<file path="src/rtl/pp_pkg.sv">
`default_nettype none
// +----------------------------------------------------------------------------+
// | Module      : pp_pkg                                                       |
// | Description : Shared types and helpers for the packet header parser:       |
// |               parser state encoding, default word size in bytes and a      |
// |               small integer max helper for elaboration-time sizing.        |
// | Revision    : 1.0 - initial release                                        |
// +----------------------------------------------------------------------------+
package pp_pkg;

  typedef enum logic [2:0] {
    IDLE  = 3'd0,
    ETH   = 3'd1,
    IP    = 3'd2,
    TCP   = 3'd3,
    PAY   = 3'd4,
    DRAIN = 3'd5
  } pp_state_t;

  // Bytes per word at the default 32-bit data width. Parametrised instances
  // derive their own value from WIDTH.
  localparam int BYTES = 4;

  function automatic int max_int(input int a, input int b);
    return (a > b) ? a : b;
  endfunction

endpackage
`default_nettype wire

</file>
<file path="src/rtl/pp_skid_buf.sv">
`default_nettype none
// +----------------------------------------------------------------------------+
// | Module      : pp_skid_buf                                                  |
// | Description : Two-entry registered valid/ready skid buffer. Upstream ready |
// |               comes straight from a flop, output is registered, and a      |
// |               second entry catches the word in flight when downstream      |
// |               stalls, so full throughput is kept without a comb path.      |
// | Revision    : 1.0 - initial release                                        |
// +----------------------------------------------------------------------------+
// | Ports                                                                      |
// |   clk, rst   clock, synchronous active-high reset                          |
// |   i_data     W-bit word in          i_valid  word in valid                 |
// |   o_ready    buffer can take a word this cycle (skid entry empty)          |
// |   o_data     W-bit word out         o_valid  word out valid                |
// |   i_ready    downstream accepts o_data                                     |
// +----------------------------------------------------------------------------+
module pp_skid_buf #(
  parameter int W = 33
) (
  input  logic         clk,
  input  logic         rst,
  input  logic [W-1:0] i_data,
  input  logic         i_valid,
  output logic         o_ready,
  output logic [W-1:0] o_data,
  output logic         o_valid,
  input  logic         i_ready
);

  logic [W-1:0] r_out_data;
  logic [W-1:0] r_skid_data;
  logic         r_out_valid;
  logic         r_skid_valid;
  logic         w_out_free;
  logic         w_push;

  assign o_ready    = !r_skid_valid;
  assign w_push     = i_valid && !r_skid_valid;
  assign w_out_free = !r_out_valid || i_ready;

  always_ff @(posedge clk) begin
    if (rst) begin
      r_out_data   <= '0;
      r_skid_data  <= '0;
      r_out_valid  <= 1'b0;
      r_skid_valid <= 1'b0;
    end else if (w_out_free) begin
      // Oldest word first: a parked skid word always beats new input, and
      // new input cannot arrive while the skid entry is occupied.
      if (r_skid_valid) begin
        r_out_data   <= r_skid_data;
        r_out_valid  <= 1'b1;
        r_skid_valid <= 1'b0;
      end else begin
        r_out_valid <= w_push;
        if (w_push) begin
          r_out_data <= i_data;
        end
      end
    end else if (w_push) begin
      r_skid_data  <= i_data;
      r_skid_valid <= 1'b1;
    end
  end

  assign o_data  = r_out_data;
  assign o_valid = r_out_valid;

endmodule
`default_nettype wire

</file>
<file path="src/rtl/pkt_hdr_parser_len.sv">
`default_nettype none
// +----------------------------------------------------------------------------+
// | Module      : pkt_hdr_parser_len                                           |
// | Description : Strips Ethernet/IP/TCP headers of configurable word counts   |
// |               from an inbound word stream, captures them, and forwards the |
// |               payload through a skid buffer. Payload length comes from the |
// |               IP total-length field; last_in is checked against it.       |
// | Revision    : 1.0 - initial release                                        |
// +----------------------------------------------------------------------------+
// | Ports                                                                      |
// |   clk, rst                clock, synchronous active-high reset             |
// |   data_in/valid_in/last_in/ready_in   inbound word stream                  |
// |   data_out/valid_out/last_out/ready_out  payload stream to the FIFO        |
// |   eth_hdr/ip_hdr/tcp_hdr  captured headers, first word in the MSBs         |
// |   hdr_valid               1-cycle pulse, all headers stable                |
// |   err_short/err_long/err_len  1-cycle error pulses                         |
// +----------------------------------------------------------------------------+
module pkt_hdr_parser_len
  import pp_pkg::*;
#(
  parameter int WIDTH         = 32,
  parameter int ETH_WORDS     = 4,
  parameter int IP_WORDS      = 5,
  parameter int TCP_WORDS     = 5,
  parameter int LEN_WORD      = 0,
  parameter int LEN_LSB       = 0,
  parameter int MAX_PAY_WORDS = 375
) (
  input  logic                       clk,
  input  logic                       rst,
  input  logic [WIDTH-1:0]           data_in,
  input  logic                       valid_in,
  input  logic                       last_in,
  output logic                       ready_in,
  output logic [WIDTH-1:0]           data_out,
  output logic                       valid_out,
  output logic                       last_out,
  input  logic                       ready_out,
  output logic [ETH_WORDS*WIDTH-1:0] eth_hdr,
  output logic [IP_WORDS*WIDTH-1:0]  ip_hdr,
  output logic [TCP_WORDS*WIDTH-1:0] tcp_hdr,
  output logic                       hdr_valid,
  output logic                       err_short,
  output logic                       err_long,
  output logic                       err_len
);

  localparam int c_BYTES     = WIDTH / 8;
  localparam int c_ETH_HW    = ETH_WORDS * WIDTH;
  localparam int c_IP_HW     = IP_WORDS * WIDTH;
  localparam int c_TCP_HW    = TCP_WORDS * WIDTH;
  localparam int c_CNT_MAX   = max_int(max_int(ETH_WORDS, IP_WORDS),
                                       max_int(TCP_WORDS, MAX_PAY_WORDS));
  localparam int c_CW        = $clog2(c_CNT_MAX + 1);
  localparam int c_HDR_BYTES = (IP_WORDS + TCP_WORDS) * c_BYTES;

  localparam logic [c_CW-1:0] c_ONE      = c_CW'(1);
  // ETH word 0 is consumed in IDLE, so the ETH state holds words 1..N-1.
  localparam logic [c_CW-1:0] c_ETH_LAST = c_CW'((ETH_WORDS >= 2) ? ETH_WORDS - 2 : 0);
  localparam logic [c_CW-1:0] c_IP_LAST  = c_CW'(IP_WORDS - 1);
  localparam logic [c_CW-1:0] c_TCP_LAST = c_CW'(TCP_WORDS - 1);
  localparam logic [16:0]     c_HDR_B17  = 17'(c_HDR_BYTES);
  localparam logic [16:0]     c_RND17    = 17'(c_BYTES - 1);
  localparam logic [16:0]     c_BYTES17  = 17'(c_BYTES);
  localparam logic [16:0]     c_MAX17    = 17'(MAX_PAY_WORDS);

  pp_state_t             r_state;
  pp_state_t             w_state_nxt;
  logic [c_CW-1:0]       r_cnt;
  logic [c_CW-1:0]       r_pay_words;
  logic [c_ETH_HW-1:0]   r_eth_hdr;
  logic [c_IP_HW-1:0]    r_ip_hdr;
  logic [c_TCP_HW-1:0]   r_tcp_hdr;
  logic                  r_hdr_valid;
  logic                  r_err_short;
  logic                  r_err_long;
  logic                  r_err_len;

  logic                  w_accept;
  logic                  w_counting;
  logic                  w_skid_ready;
  logic                  w_push;
  logic                  w_push_last;
  logic                  w_pay_load;
  logic                  w_pay_final;
  logic                  w_hdr_valid_nxt;
  logic                  w_err_short_nxt;
  logic                  w_err_long_nxt;
  logic                  w_err_len_nxt;
  logic [c_IP_HW-1:0]    w_ip_next;
  logic [15:0]           w_len;
  logic [16:0]           w_len17;
  logic [16:0]           w_pay17;
  logic                  w_len_bad;
  logic [WIDTH:0]        w_skid_out;

  assign ready_in   = (r_state == PAY) ? w_skid_ready : 1'b1;
  assign w_accept   = valid_in && ready_in;
  assign w_counting = (r_state == ETH) || (r_state == IP) ||
                      (r_state == TCP) || (r_state == PAY);

  // The length word may be the one arriving right now, so it is read from
  // the IP header as it will look after this word is shifted in.
  assign w_ip_next = c_IP_HW'({r_ip_hdr, data_in});
  assign w_len     = w_ip_next[(IP_WORDS - 1 - LEN_WORD) * WIDTH + LEN_LSB +: 16];
  assign w_len17   = {1'b0, w_len};
  assign w_pay17   = (w_len17 - c_HDR_B17 + c_RND17) / c_BYTES17;
  assign w_len_bad = (w_len17 < c_HDR_B17) || (w_pay17 > c_MAX17);

  assign w_pay_final = (r_cnt == (r_pay_words - c_ONE));

  always_comb begin
    w_state_nxt     = r_state;
    w_push          = 1'b0;
    w_push_last     = 1'b0;
    w_pay_load      = 1'b0;
    w_hdr_valid_nxt = 1'b0;
    w_err_short_nxt = 1'b0;
    w_err_long_nxt  = 1'b0;
    w_err_len_nxt   = 1'b0;
    case (r_state)
      IDLE: begin
        if (w_accept) begin
          if (last_in) begin
            w_err_short_nxt = 1'b1;
          end else if (ETH_WORDS == 1) begin
            w_state_nxt = IP;
          end else begin
            w_state_nxt = ETH;
          end
        end
      end
      ETH: begin
        if (w_accept) begin
          if (last_in) begin
            w_err_short_nxt = 1'b1;
            w_state_nxt     = IDLE;
          end else if (r_cnt == c_ETH_LAST) begin
            w_state_nxt = IP;
          end
        end
      end
      IP: begin
        if (w_accept) begin
          if (last_in) begin
            w_err_short_nxt = 1'b1;
            w_state_nxt     = IDLE;
          end else if (r_cnt == c_IP_LAST) begin
            if (w_len_bad) begin
              w_err_len_nxt = 1'b1;
              w_state_nxt   = DRAIN;
            end else begin
              w_pay_load  = 1'b1;
              w_state_nxt = TCP;
            end
          end
        end
      end
      TCP: begin
        if (w_accept) begin
          if (r_cnt == c_TCP_LAST) begin
            w_hdr_valid_nxt = 1'b1;
            if (r_pay_words == '0) begin
              if (last_in) begin
                w_state_nxt = IDLE;
              end else begin
                w_err_long_nxt = 1'b1;
                w_state_nxt    = DRAIN;
              end
            end else if (last_in) begin
              w_err_short_nxt = 1'b1;
              w_state_nxt     = IDLE;
            end else begin
              w_state_nxt = PAY;
            end
          end else if (last_in) begin
            w_err_short_nxt = 1'b1;
            w_state_nxt     = IDLE;
          end
        end
      end
      PAY: begin
        if (w_accept) begin
          w_push      = 1'b1;
          w_push_last = w_pay_final || last_in;
          if (w_pay_final) begin
            if (last_in) begin
              w_state_nxt = IDLE;
            end else begin
              w_err_long_nxt = 1'b1;
              w_state_nxt    = DRAIN;
            end
          end else if (last_in) begin
            w_err_short_nxt = 1'b1;
            w_state_nxt     = IDLE;
          end
        end
      end
      DRAIN: begin
        if (w_accept && last_in) begin
          w_state_nxt = IDLE;
        end
      end
      default: begin
        w_state_nxt = IDLE;
      end
    endcase
  end

  always_ff @(posedge clk) begin
    if (rst) begin
      r_state     <= IDLE;
      r_cnt       <= '0;
      r_pay_words <= '0;
      r_eth_hdr   <= '0;
      r_ip_hdr    <= '0;
      r_tcp_hdr   <= '0;
      r_hdr_valid <= 1'b0;
      r_err_short <= 1'b0;
      r_err_long  <= 1'b0;
      r_err_len   <= 1'b0;
    end else begin
      r_state     <= w_state_nxt;
      r_hdr_valid <= w_hdr_valid_nxt;
      r_err_short <= w_err_short_nxt;
      r_err_long  <= w_err_long_nxt;
      r_err_len   <= w_err_len_nxt;

      if (w_state_nxt != r_state) begin
        r_cnt <= '0;
      end else if (w_accept && w_counting) begin
        r_cnt <= r_cnt + c_ONE;
      end

      if (w_pay_load) begin
        r_pay_words <= c_CW'(w_pay17);
      end

      if (w_accept) begin
        case (r_state)
          IDLE, ETH: r_eth_hdr <= c_ETH_HW'({r_eth_hdr, data_in});
          IP:        r_ip_hdr  <= w_ip_next;
          TCP:       r_tcp_hdr <= c_TCP_HW'({r_tcp_hdr, data_in});
          default:   ;
        endcase
      end
    end
  end

  pp_skid_buf #(
    .W (WIDTH + 1)
  ) u_skid (
    .clk     (clk),
    .rst     (rst),
    .i_data  ({w_push_last, data_in}),
    .i_valid (w_push),
    .o_ready (w_skid_ready),
    .o_data  (w_skid_out),
    .o_valid (valid_out),
    .i_ready (ready_out)
  );

  assign data_out  = w_skid_out[WIDTH-1:0];
  assign last_out  = w_skid_out[WIDTH];
  assign eth_hdr   = r_eth_hdr;
  assign ip_hdr    = r_ip_hdr;
  assign tcp_hdr   = r_tcp_hdr;
  assign hdr_valid = r_hdr_valid;
  assign err_short = r_err_short;
  assign err_long  = r_err_long;
  assign err_len   = r_err_len;

endmodule
`default_nettype wire

</file>
<file path="config.mk">
export PLATFORM = sky130hd
export DESIGN_NAME = pkt_hdr_parser_len
export DESIGN_NICKNAME = d
export VERILOG_FILES = /design/src/rtl/pp_pkg.sv /design/src/rtl/pp_skid_buf.sv /design/src/rtl/pkt_hdr_parser_len.sv
export SDC_FILE = /design/constraint.sdc
export NUM_CORES = 1
export LEC_CHECK = 0
export ABC_AREA = 1
export CAP_MARGIN = 20
export CORE_MARGIN = 2
export CORE_UTILIZATION = 44
export DETAILED_ROUTE_END_ITERATION = 6
export GPL_ROUTABILITY_DRIVEN = 0
export PLACE_DENSITY_LB_ADDON = 0.3
export SYNTH_ARGS = -nofsm -noshare
export SYNTH_HDL_FRONTEND = slang
export SYNTH_SLANG_ARGS = --single-unit
</file>
<file path="constraint.sdc">
create_clock -name clk -period 2 [get_ports clk]
set_clock_uncertainty 0.1 [all_clocks]
set_input_delay 0.3 -clock clk [delete_from_list [all_inputs] [get_ports clk]]
set_output_delay 0.3 -clock clk [all_outputs]
set_load 0.01 [all_outputs]
</file>
==> results.txt, run 1 <==
fmax = 424.9 MHz
grt total ovfl = 0
RSZ-0062 raised after global routing = yes
ys flop type = dfxtp_1
VDD IR max = 0.0007041 V
setup TNS = -14.14 ns
min setup slack post-route = -0.3537 ns
Post-synth EDFFs = 0
largest net degree at the start of global routing = 139
fillers = 3074
syn_area_per_cell = 7.757 um^2
nets = 3351
share of the synthesized area in the top cell type = 53.48%
Area contributors post-synth = dfxtp_1 53%, a21oi_1 14%, nand2_1 8.6%, o21ai_0 6.6%, nand3_1 4.6%
Synth-to-Final Area Change = 63.97%
Max clock buf depth = 3
initial antenna violation count = 3
Die Width = 218.5 um
met1 GRT Util = 36.59%
num ports = 524
HP Class = in2reg
Least-Margin Pin Slew = 0.8403 ns
worst path arrival time = 2.81 ns
ratio of cells with drive above 1 in the final layout = 24.71%
pwr/cell area = 724.3 mW/mm^2
area leader, netlist = dfxtp_1
Initial Util = 44.63%
initial DRC count = 2569
port bufs = 523
Syn Inst Count = 2611
hold_ws = 0.2579 ns
post-layout util = 73.18%
vias in the first global route = 19884
CTS Buf Count = 56
critical path type = reg2reg
H-tree levels = 2
#FFs+latches synth = 541
Worst Setup End Kind = flop
Synthesized Nets = 2653
Final Setup Violations = 228
FFs w/ async S/R, synth = 0%
max-cap viol count = 0
Clock transition at path regs = 0.06 ns
die area = 0.04776 mm^2
antenna violation net count after detailed routing = 0
Post-Route WL = 92.44 mm
Row Count = 78
first-pass iteration count of the detailed router = 6
clk sinks = 541
residual DRC count = 0
critical-path maximum fanout = 5
core footprint = 0.04538 mm^2
Final Hold Fails = 0
Placement Setup Slack = -0.5454 ns
Slew HR = 43.98%
CTS tree = yes
Worst-Skew Late Latency = 0.63 ns
static leakage = 12.84 nW
Mapped Area = 0.02025 mm^2
register area share after synthesis = 53.48%
failing checks = setup timing
Worst R2R Start = ip_hdr[101]
Die H = 218.5 um
CP startpoint kind = flop
post-route minimum period = 2.354 ns
status = finished with violations
post-DR vias/cell = 5.748
Tot Pwr = 0.02405 W
top-count cell post-synth = a21oi_1
top post-synthesis cells by count = 562 x a21oi_1, 541 x dfxtp_1, 462 x nand2_1
DR WL/cell = 23.39 um
HP Start = data_in[27]
detailed-route via count = 22718
GR Util met2 = 50.35%
DPL Wire Length = 53.52 mm
Slew Limit Fails = 0
total track usage = 30.53%
distinct cell type count after synthesis = 35
crit path launch = ip_hdr[101]
Req. time, crit path = 2.45 ns
first-pass GRT wire length = 113.8 mm
gr busiest metal = met2
Root Driver = clkbuf_16
period utilisation layout = 117.7%
synth warn = 0
grt met3 use = 8.184%
## worst max-delay path, cell delays in order, from the launching register on
cell      delay [ns]
dfxtp_2         0.38
inv_2           0.09
o21ai_0         0.33
nor2_1          0.10
nand2_2         0.11
nand2_1         0.10
nand2_2         0.08
nand3_4         0.12
nand2_2         0.10
nand3_1         0.08
nand2_1         0.11
nand2_1         0.09
o211ai_1        0.11
buf_4           0.18
nand2_4         0.09
nor2_2          0.11
## layout by cell type (no fill, tap or decap), types with 4 or more instances in the layout
| cell | count |
|---|---|
| inv_2 | 12 |
| nand2_4 | 50 |
| nand2_2 | 33 |
| o21ai_4 | 7 |
| dlymetal6s2s_1 | 11 |
| buf_12 | 33 |
| dlygate4sd2_1 | 97 |
| nor3_1 | 4 |
| o21ai_2 | 37 |
| o21ai_1 | 50 |
| clkbuf_8 | 13 |
| clkbuf_1 | 10 |
| nand4_1 | 5 |
| nor2_2 | 19 |
| a21oi_2 | 129 |
| buf_16 | 13 |
| dfxtp_2 | 44 |
| buf_8 | 14 |
| buf_4 | 169 |
| bufinv_16 | 5 |
| nand3_1 | 143 |
| inv_1 | 211 |
| clkdlybuf4s50_1 | 413 |
| a21oi_1 | 431 |
| nand2_1 | 384 |
| clkbuf_16 | 104 |
| nand3_2 | 33 |
| clkinv_2 | 11 |
| xor2_1 | 8 |
| nand3_4 | 15 |
| dfxtp_1 | 495 |
| buf_6 | 33 |
| o21ai_0 | 178 |
| nor2_1 | 70 |
| nor2_4 | 17 |
| nand2_8 | 6 |
| inv_4 | 4 |
## logic make-up after synthesis
logic type | Yosys count | share of synthesized area, %
compound gates | 840 | 20.87
simple gates | 786 | 16.69
flops | 541 | 53.48
buf+inv | 428 | 8.186
xor+xnor | 11 | 0.4757
fa+ha+maj | 5 | 0.3089
## path summary, 6_finish.rpt
check / end / slack [ns] / depth (start not counted)
worst max-delay path: r_cnt[7] / -0.35 / 15
worst min-delay path: ip_hdr[27] / 0.26 / 3
worst max register to register: r_cnt[7] / -0.35 / 15
worst min register to register: eth_hdr[99] / 0.34 / 2
## where the power goes
part	switching, W	internal (W)
registers	0.000172	0.0110
logic	0.00112	0.000954
clock network	0.00458	0.00623
## routing by layer
| metal | part of all wire [%] | vias to the layer above | routed length, um |
|---|---|---|---|
| li1 | - | 10029 | - |
| met1 | 37 | 10855 | 33740 |
| met2 | 46 | 1375 | 42850 |
| met3 | 9.8 | 455 | 9013 |
| met4 | 7.4 | 4 | 6808 |
| met5 | 0.031 | - | 29 |
## metrics by stage
stage / instance area [um^2] / instances
final: 33210 / 3952
after global routing: 33210 / 3952
after CTS: 29270 / 3830
after detailed placement: 27280 / 3722
after global placement: 27280 / 3722
after floorplan: 20270 / 2611
## what timing repair did
action | CTS | global route
buffers inserted | 6 | 46
pin swaps | 19 | 95
gates cloned | 2 | 77
gates resized for setup | 164 | 599
setup endpoints to repair | 145 | 465
hold endpoints to repair | 11 | 0
hold buffers | 1 | 0
## state kept, by name, summed over array words and instances (netlist names)
signal and cells:
u_skid.r_skid_data 33, r_cnt 9, tcp_hdr 160, eth_hdr 128, r_state 3, err_long 1, u_skid.o_valid 1, u_skid.r_skid_valid 1
u_skid.o_data 33, ip_hdr 160, r_pay_words 9, hdr_valid 1, err_short 1, err_len 1
## area by class of cell
cell class | instances | area, um^2 | share of cell area (%)
inverter | 230 | 917.1 | 2.762
clock buffer | 78 | 1604 | 4.830
sequential | 541 | 10890 | 32.80
tap | 600 | 750.7 | 2.261
timing repair inverter | 1 | 11.26 | 0.03391
timing repair buffer | 834 | 9220 | 27.76
clock inverter | 22 | 261.5 | 0.7874
multi-input combinational | 1645 | 9549 | 28.75
antenna | 1 | 2.502 | 0.007535
(Power assumes the default switching activity.)
==> run 2: changes to the inputs <==
Settings changed: PLACE_DENSITY from default to 0.79, PLACE_DENSITY_LB_ADDON 0.3 to default, SLEW_MARGIN from default to 25.
==> run 2 against run 1 <==
Net effect:
- the run still ends with setup timing left
- cell area decreased by 9.3%
- global-route usage increased by 0.24 points
- wire length decreased by 15%
- sequential power about the same
- worst hold slack got worse by 0.042 ns
- clock-buffer cell count decreased by 2
- critical endpoint is now r_pay_words[0]
==> results.txt, run 2 (synthesized netlist as in run 1, its figures left out) <==
Slew Limit Fails = 0 (unchanged)
leading cell type in the layout, fill and taps excluded = a21oi_1 (was dfxtp_1)
max-cap viol count = 0 (unchanged)
CTS tree = yes (unchanged)
Die Width = 218.5 um (unchanged)
clk sinks = 541 (unchanged)
failing checks = setup timing (unchanged)
Final Hold Fails = 0 (unchanged)
initial DRC count = 1879 (was 2569)
min setup slack post-route = -0.2387 ns (was -0.3537 ns)
Placement Cell Area = 0.02722 mm^2 (was 0.02728 mm^2)
hold_ws = 0.2160 ns (was 0.2579 ns)
first-pass GRT wire length = 114.1 mm (was 113.8 mm)
pwr/cell area = 802.3 mW/mm^2 (was 724.3 mW/mm^2)
status = finished with violations (unchanged)
residual DRC count = 0 (unchanged)
Die H = 218.5 um (unchanged)
Placement Setup Slack = -0.6549 ns (was -0.5454 ns)
post-route minimum period = 2.239 ns (was 2.354 ns)
fmax = 446.7 MHz (was 424.9 MHz)
HP Class = in2reg (unchanged)
Tot Pwr = 0.02416 W (was 0.02405 W)
largest net degree at the start of global routing = 118 (was 139)
antenna violation net count after detailed routing = 0 (unchanged)
VDD IR max = 0.0007717 V (was 0.0007041 V)
initial antenna violation count = 2 (was 3)
RSZ-0062 raised after global routing = yes (unchanged)
core footprint = 0.04538 mm^2 (unchanged)
detailed-route via count = 21045 (was 22718)
static leakage = 12.81 nW (was 12.84 nW)
DPL Wire Length = 53.68 mm (was 53.52 mm)
critical path type = reg2reg (unchanged)
first-pass iteration count of the detailed router = 6 (unchanged)
Worst-Skew Late Latency = 0.64 ns (was 0.63 ns)
vias in the first global route = 20025 (was 19884)
Root Driver = clkbuf_16 (unchanged)
register-to-register setup slack = -0.24 ns (was -0.35 ns)
period utilisation layout = 111.9% (was 117.7%)
fin area = 0.03012 mm^2 (was 0.03321 mm^2)
Max clock buf depth = 3 (unchanged)
critical-path maximum fanout = 8 (was 5)
worst path arrival time = 2.69 ns (was 2.81 ns)
Post-Route WL = 79.01 mm (was 92.44 mm)
num ports = 524 (unchanged)
Final Setup Violations = 24 (was 228)
port bufs = 523 (unchanged)
CTS Buf Count = 55 (was 56)
Row Count = 78 (unchanged)
Least-Margin Pin Slew = 0.7042 ns (was 0.8403 ns)
Synth-to-Final Area Change = 48.71% (was 63.97%)
most frequent cells in the layout = 558 x a21oi_1, 503 x dfxtp_1, 445 x nand2_1 (was 495 x dfxtp_1, 431 x a21oi_1, 413 x clkdlybuf4s50_1)
Slew HR = 52.91% (was 43.98%)
Clock transition at path regs = 0.06 ns (about the same)
Req. time, crit path = 2.46 ns (was 2.45 ns)
CP startpoint kind = flop (unchanged)
setup TNS = -3.801 ns (was -14.14 ns)
fillers = 3559 (was 3074)
grt total ovfl = 0 (unchanged)
post-DR vias/cell = 5.472 (was 5.748)
Worst Setup End Kind = flop (unchanged)
nets = 3244 (was 3351)
DR WL/cell = 20.54 um (was 23.39 um)
H-tree levels = 2 (unchanged)
total track usage = 30.76% (was 30.53%)
ratio of cells with drive above 1 in the final layout = 14.24% (was 24.71%)
Initial Util = 44.63% (unchanged)
die area = 0.04776 mm^2 (unchanged)
[run 2: worst max-delay path, cell delays in order, from the launching register on]
cell	delay (ns)
dfxtp_1	0.38
nor2_4	0.15
nand2_2	0.08
nor2_2	0.17
nand2_4	0.07
nand2_2	0.06
nand3_2	0.06
nor2_2	0.12
nand3_2	0.13
buf_6	0.14
inv_2	0.05
nand4_1	0.18
buf_6	0.22
buf_6	0.12
a21oi_2	0.12
[run 2: report_power, final]
group	internal, W	total [W]	switching, W
clock network	0.00673	0.0113	0.00453
registers	0.0110	0.0112	0.000163
logic	0.000763	0.00174	0.000980
total	0.0185	0.0242	0.00567
[run 2: repair_timing]
item                                   4_1_cts  5_1_grt
hold buffers                                 2        0
endpoints found under the hold margin       49        0
setup buffers                                9       17
gates cloned                                 3        9
resized for setup                          208      167
pin swaps                                   21       32
setup endpoints to repair                  168      267
[run 2: path summary, 6_finish.rpt]
path / startpoint / end / cells after the start
setup / recovery: ip_hdr[104] / r_pay_words[0] / 14
hold / removal: data_in[14] / u_skid.r_skid_data[14] / 3
setup reg to reg: ip_hdr[104] / r_pay_words[0] / 14
hold reg to reg: eth_hdr[127] / eth_hdr[127] / 2
[run 2: routing by layer]
| metal | routed length (um) | track usage [%] |
|---|---|---|
| met4 | 4905 | 17.62 |
| met1 | 29480 | 35.95 |
| met2 | 37610 | 51.15 |
| met3 | 7003 | 7.808 |
| met5 | 0 | 0 |
[run 2: cell type report]
type	count	area (um^2)	share of cell area (%)
Multi-Input combinational cell	1643	8152	27.07
Tap cell	600	750.7	2.493
Inverter	230	893.4	2.966
Clock inverter	24	400.4	1.329
Antenna cell	1	2.502	0.008309
Timing Repair Buffer	731	7441	24.71
Sequential cell	541	10890	36.17
Clock buffer	76	1585	5.264
[run 2: stage by stage]
| stage | utilization, % | cells |
|---|---|---|
| CTS | 64.74 | 3821 |
| global placement | 59.98 | 3710 |
| global route | 66.37 | 3846 |
| detailed placement | 59.98 | 3710 |
| finish | 66.37 | 3846 |
| floorplan | - | 2611 |
==> run 3: changes to the inputs <==
Settings changed: CORE_MARGIN 2 to default.
==> run 3 against run 2 <==
Net effect:
- the flow still finishes with violations (setup timing)
- highest routed layer unchanged
- non-clock buffer count increased by 53
- via count rose by 2.9%
- setup slack got worse by 0.10 ns
- largest power group is now sequential cells
==> results.txt, run 3 (synthesized netlist as in run 1, its figures left out) <==
status = finished with violations (unchanged)
failing checks = setup timing (unchanged)
Net Sw Power = 0.005674 W (was 0.005671 W)
switch share = 23.52% (was 23.47%)
initial antenna violation count = 0 (was 2)
total track usage = 30.88% (was 30.76%)
initial DRC count = 1975 (was 1879)
Die Width = 216.5 um (was 218.5 um)
largest net degree at the start of global routing = 186 (was 118)
detailed-route via count = 21650 (was 21045)
ant diodes = 0 (was 1)
ratio of cells with drive above 1 in the final layout = 16.63% (was 14.24%)
DR WL/cell = 21.05 um (was 20.54 um)
CTS tree = yes (unchanged)
RSZ-0062 raised after global routing = yes (unchanged)
residual DRC count = 0 (unchanged)
Post-Route WL = 82.10 mm (was 79.01 mm)
post-layout util = 68.32% (was 66.37%)
most frequent cells in the layout = 550 x a21oi_1, 501 x dfxtp_1, 437 x nand2_1 (was 558 x a21oi_1, 503 x dfxtp_1, 445 x nand2_1)
CTS Buf Count = 55 (unchanged)
proportion of power drawn by the clock network = 46.5% (was 46.6%)
sequential share of power = 46.2% (about the same)
fillers = 3459 (was 3559)
slowest CP cell = dfxtp_1 (unchanged)
Worst-Skew Late Latency = 0.62 ns (was 0.64 ns)
Final Hold Fails = 0 (unchanged)
VDD IR max = 0.0007253 V (was 0.0007717 V)
num ports = 524 (unchanged)
Slew HR = 40.38% (was 52.91%)
Placement Setup Slack = -0.4565 ns (was -0.6549 ns)
core footprint = 0.04538 mm^2 (unchanged)
vias in the first global route = 20190 (was 20025)
DPL Wire Length = 53.58 mm (was 53.68 mm)
combinational power share = 7.3% (was 7.2%)
CP bufs+invs = 0 (was 4)
Synth-to-Final Area Change = 53.08% (was 48.71%)
post-route minimum period = 2.340 ns (was 2.239 ns)
antenna violation net count after detailed routing = 0 (unchanged)
period utilisation layout = 117.0% (was 111.9%)
internal power = 0.01845 W (was 0.01849 W)
critical path type = reg2reg (unchanged)
critical-path maximum fanout = 5 (was 8)
CP startpoint kind = flop (unchanged)
Root Driver = clkbuf_16 (unchanged)
fmax = 427.3 MHz (was 446.7 MHz)
Clock transition at path regs = 0.06 ns (about the same)
Slew Limit Fails = 0 (unchanged)
CP top delay family = simple AND/OR/NAND/NOR gates (unchanged)
setup TNS = -4.523 ns (was -3.801 ns)
clk sinks = 541 (unchanged)
first-pass iteration count of the detailed router = 7 (was 6)
Final Setup Violations = 25 (was 24)
Placement Cell Area = 0.02729 mm^2 (was 0.02722 mm^2)
die area = 0.04689 mm^2 (was 0.04776 mm^2)
port bufs = 523 (unchanged)
first-pass GRT wire length = 113.3 mm (was 114.1 mm)
Req. time, crit path = 2.46 ns (about the same)
nets = 3298 (was 3244)
highest cell delay on the worst timing path = 0.33 ns (was 0.38 ns)
Max clock buf depth = 3 (unchanged)
Tot Pwr = 0.02412 W (was 0.02416 W)
static leakage = 13.02 nW (was 12.81 nW)
leading cell type in the layout, fill and taps excluded = a21oi_1 (unchanged)
Row Count = 78 (unchanged)
H-tree levels = 2 (unchanged)
pwr/cell area = 778.1 mW/mm^2 (was 802.3 mW/mm^2)
Crit path top cell by count = nand2_2 (was buf_6)
fin area = 0.03100 mm^2 (was 0.03012 mm^2)
Initial Util = 44.63% (unchanged)
worst path cell trace = nor2_2 > nand2_1 > nor2_2 > nand3_2 > nand2_2 > nand2_2 > nor2_2 > nand3_2 > nand2_2 > nand2_1 > nand2_2 > nand2_1 > nand2_1 > nand2_2 > nor2_4 > nand2_4 > nor2_2 (was nor2_4 > nand2_2 > nor2_2 > nand2_4 > nand2_2 > nand3_2 > nor2_2 > nand3_2 > buf_6 > inv_2 > nand4_1 > buf_6 > buf_6 > a21oi_2)
grt total ovfl = 0 (unchanged)
HP Class = in2reg (unchanged)
Worst Setup End Kind = flop (unchanged)
post-DR vias/cell = 5.550 (was 5.472)
worst path arrival time = 2.80 ns (was 2.69 ns)
max-cap viol count = 0 (unchanged)
min setup slack post-route = -0.3402 ns (was -0.2387 ns)
Die H = 216.5 um (was 218.5 um)
Least-Margin Pin Slew = 0.8944 ns (was 0.7042 ns)
[run 3: cell types whose count changed in the layout (fill, tap and decap cells not counted), moves of 6 or more]
cell | previous run | this run
buf_6 | 7 | 21
inv_1 | 212 | 206
clkbuf_16 | 64 | 77
nand2_2 | 16 | 22
dlymetal6s2s_1 | 57 | 46
a21oi_1 | 558 | 550
nand2_1 | 445 | 437
nor2_1 | 66 | 58
nor2_4 | 12 | 23
buf_4 | 157 | 177
clkdlybuf4s50_1 | 342 | 361
dlygate4sd2_1 | 122 | 114
a21oi_2 | 4 | 11
[run 3: worst reg2reg max path: stages (launching register included)]
cell     delay (ns)
dfxtp_1        0.33
nor2_2         0.16
nand2_1        0.12
nor2_2         0.13
nand3_2        0.09
nand2_2        0.08
nand2_2        0.06
nor2_2         0.11
nand3_2        0.14
nand2_2        0.11
nand2_1        0.07
nand2_2        0.09
nand2_1        0.06
nand2_1        0.12
nand2_2        0.08
nor2_4         0.18
nand2_4        0.12
nor2_2         0.13
[run 3: path summary, 6_finish.rpt]
check | to | depth (start not counted) | slack [ns] | start
setup / recovery | r_cnt[6] | 17 | -0.34 | ip_hdr[109]
hold reg to reg | eth_hdr[96] | 2 | 0.34 | eth_hdr[96]
hold / removal | ip_hdr[17] | 3 | 0.24 | data_in[17]
setup reg to reg | r_cnt[6] | 17 | -0.34 | ip_hdr[109]
[run 3: layout make-up]
| type | instances | area [um^2] | share of cell area (%) |
|---|---|---|---|
| timing repair inverter | 1 | 8.758 | 0.02825 |
| tap | 600 | 750.7 | 2.421 |
| timing repair buffer | 784 | 8155 | 26.30 |
| sequential | 541 | 10900 | 35.17 |
| clock buffer | 76 | 1575 | 5.081 |
| multi-input combinational | 1643 | 8309 | 26.80 |
| inverter | 230 | 898.4 | 2.898 |
| clock inverter | 26 | 402.9 | 1.299 |
[run 3: through the flow]
stage / std cells / hold slack (ns)
after floorplan: 2611 / 0.3494
after global placement: 3730 / 0.3295
after detailed placement: 3730 / 0.3375
after CTS: 3839 / 0.1907
after global routing: 3901 / 0.2317
final: 3901 / 0.2387
[run 3: power groups by stage]
stage	sequential, W	combinational [W]	clock, W
after floorplan	0.0115	0.000639	0
after global placement	0.0114	0.00162	0
after detailed placement	0.0114	0.00166	0
after CTS	0.0112	0.00169	0.0113
after global routing	0.0112	0.00188	0.0118
final	0.0112	0.00175	0.0112
[run 3: what timing repair did]
| item | in CTS | in global routing |
|---|---|---|
| hold endpoints to repair | 6 | 0 |
| setup buffers | 7 | 33 |
| resized for setup | 186 | 247 |
| endpoints found under the setup margin | 258 | 373 |
| gates cloned | 1 | 30 |
| pin swaps | 17 | 46 |
| hold buffers | 1 | 0 |
[run 3: metal layers]
metal	up-vias	track usage, %	share of wire [%]
met3	328	7.958	9.0
met1	10198	35.96	37
met4	0	17.91	6.4
met2	1221	51.28	47
met5	-	0	0
li1	9903	-	-
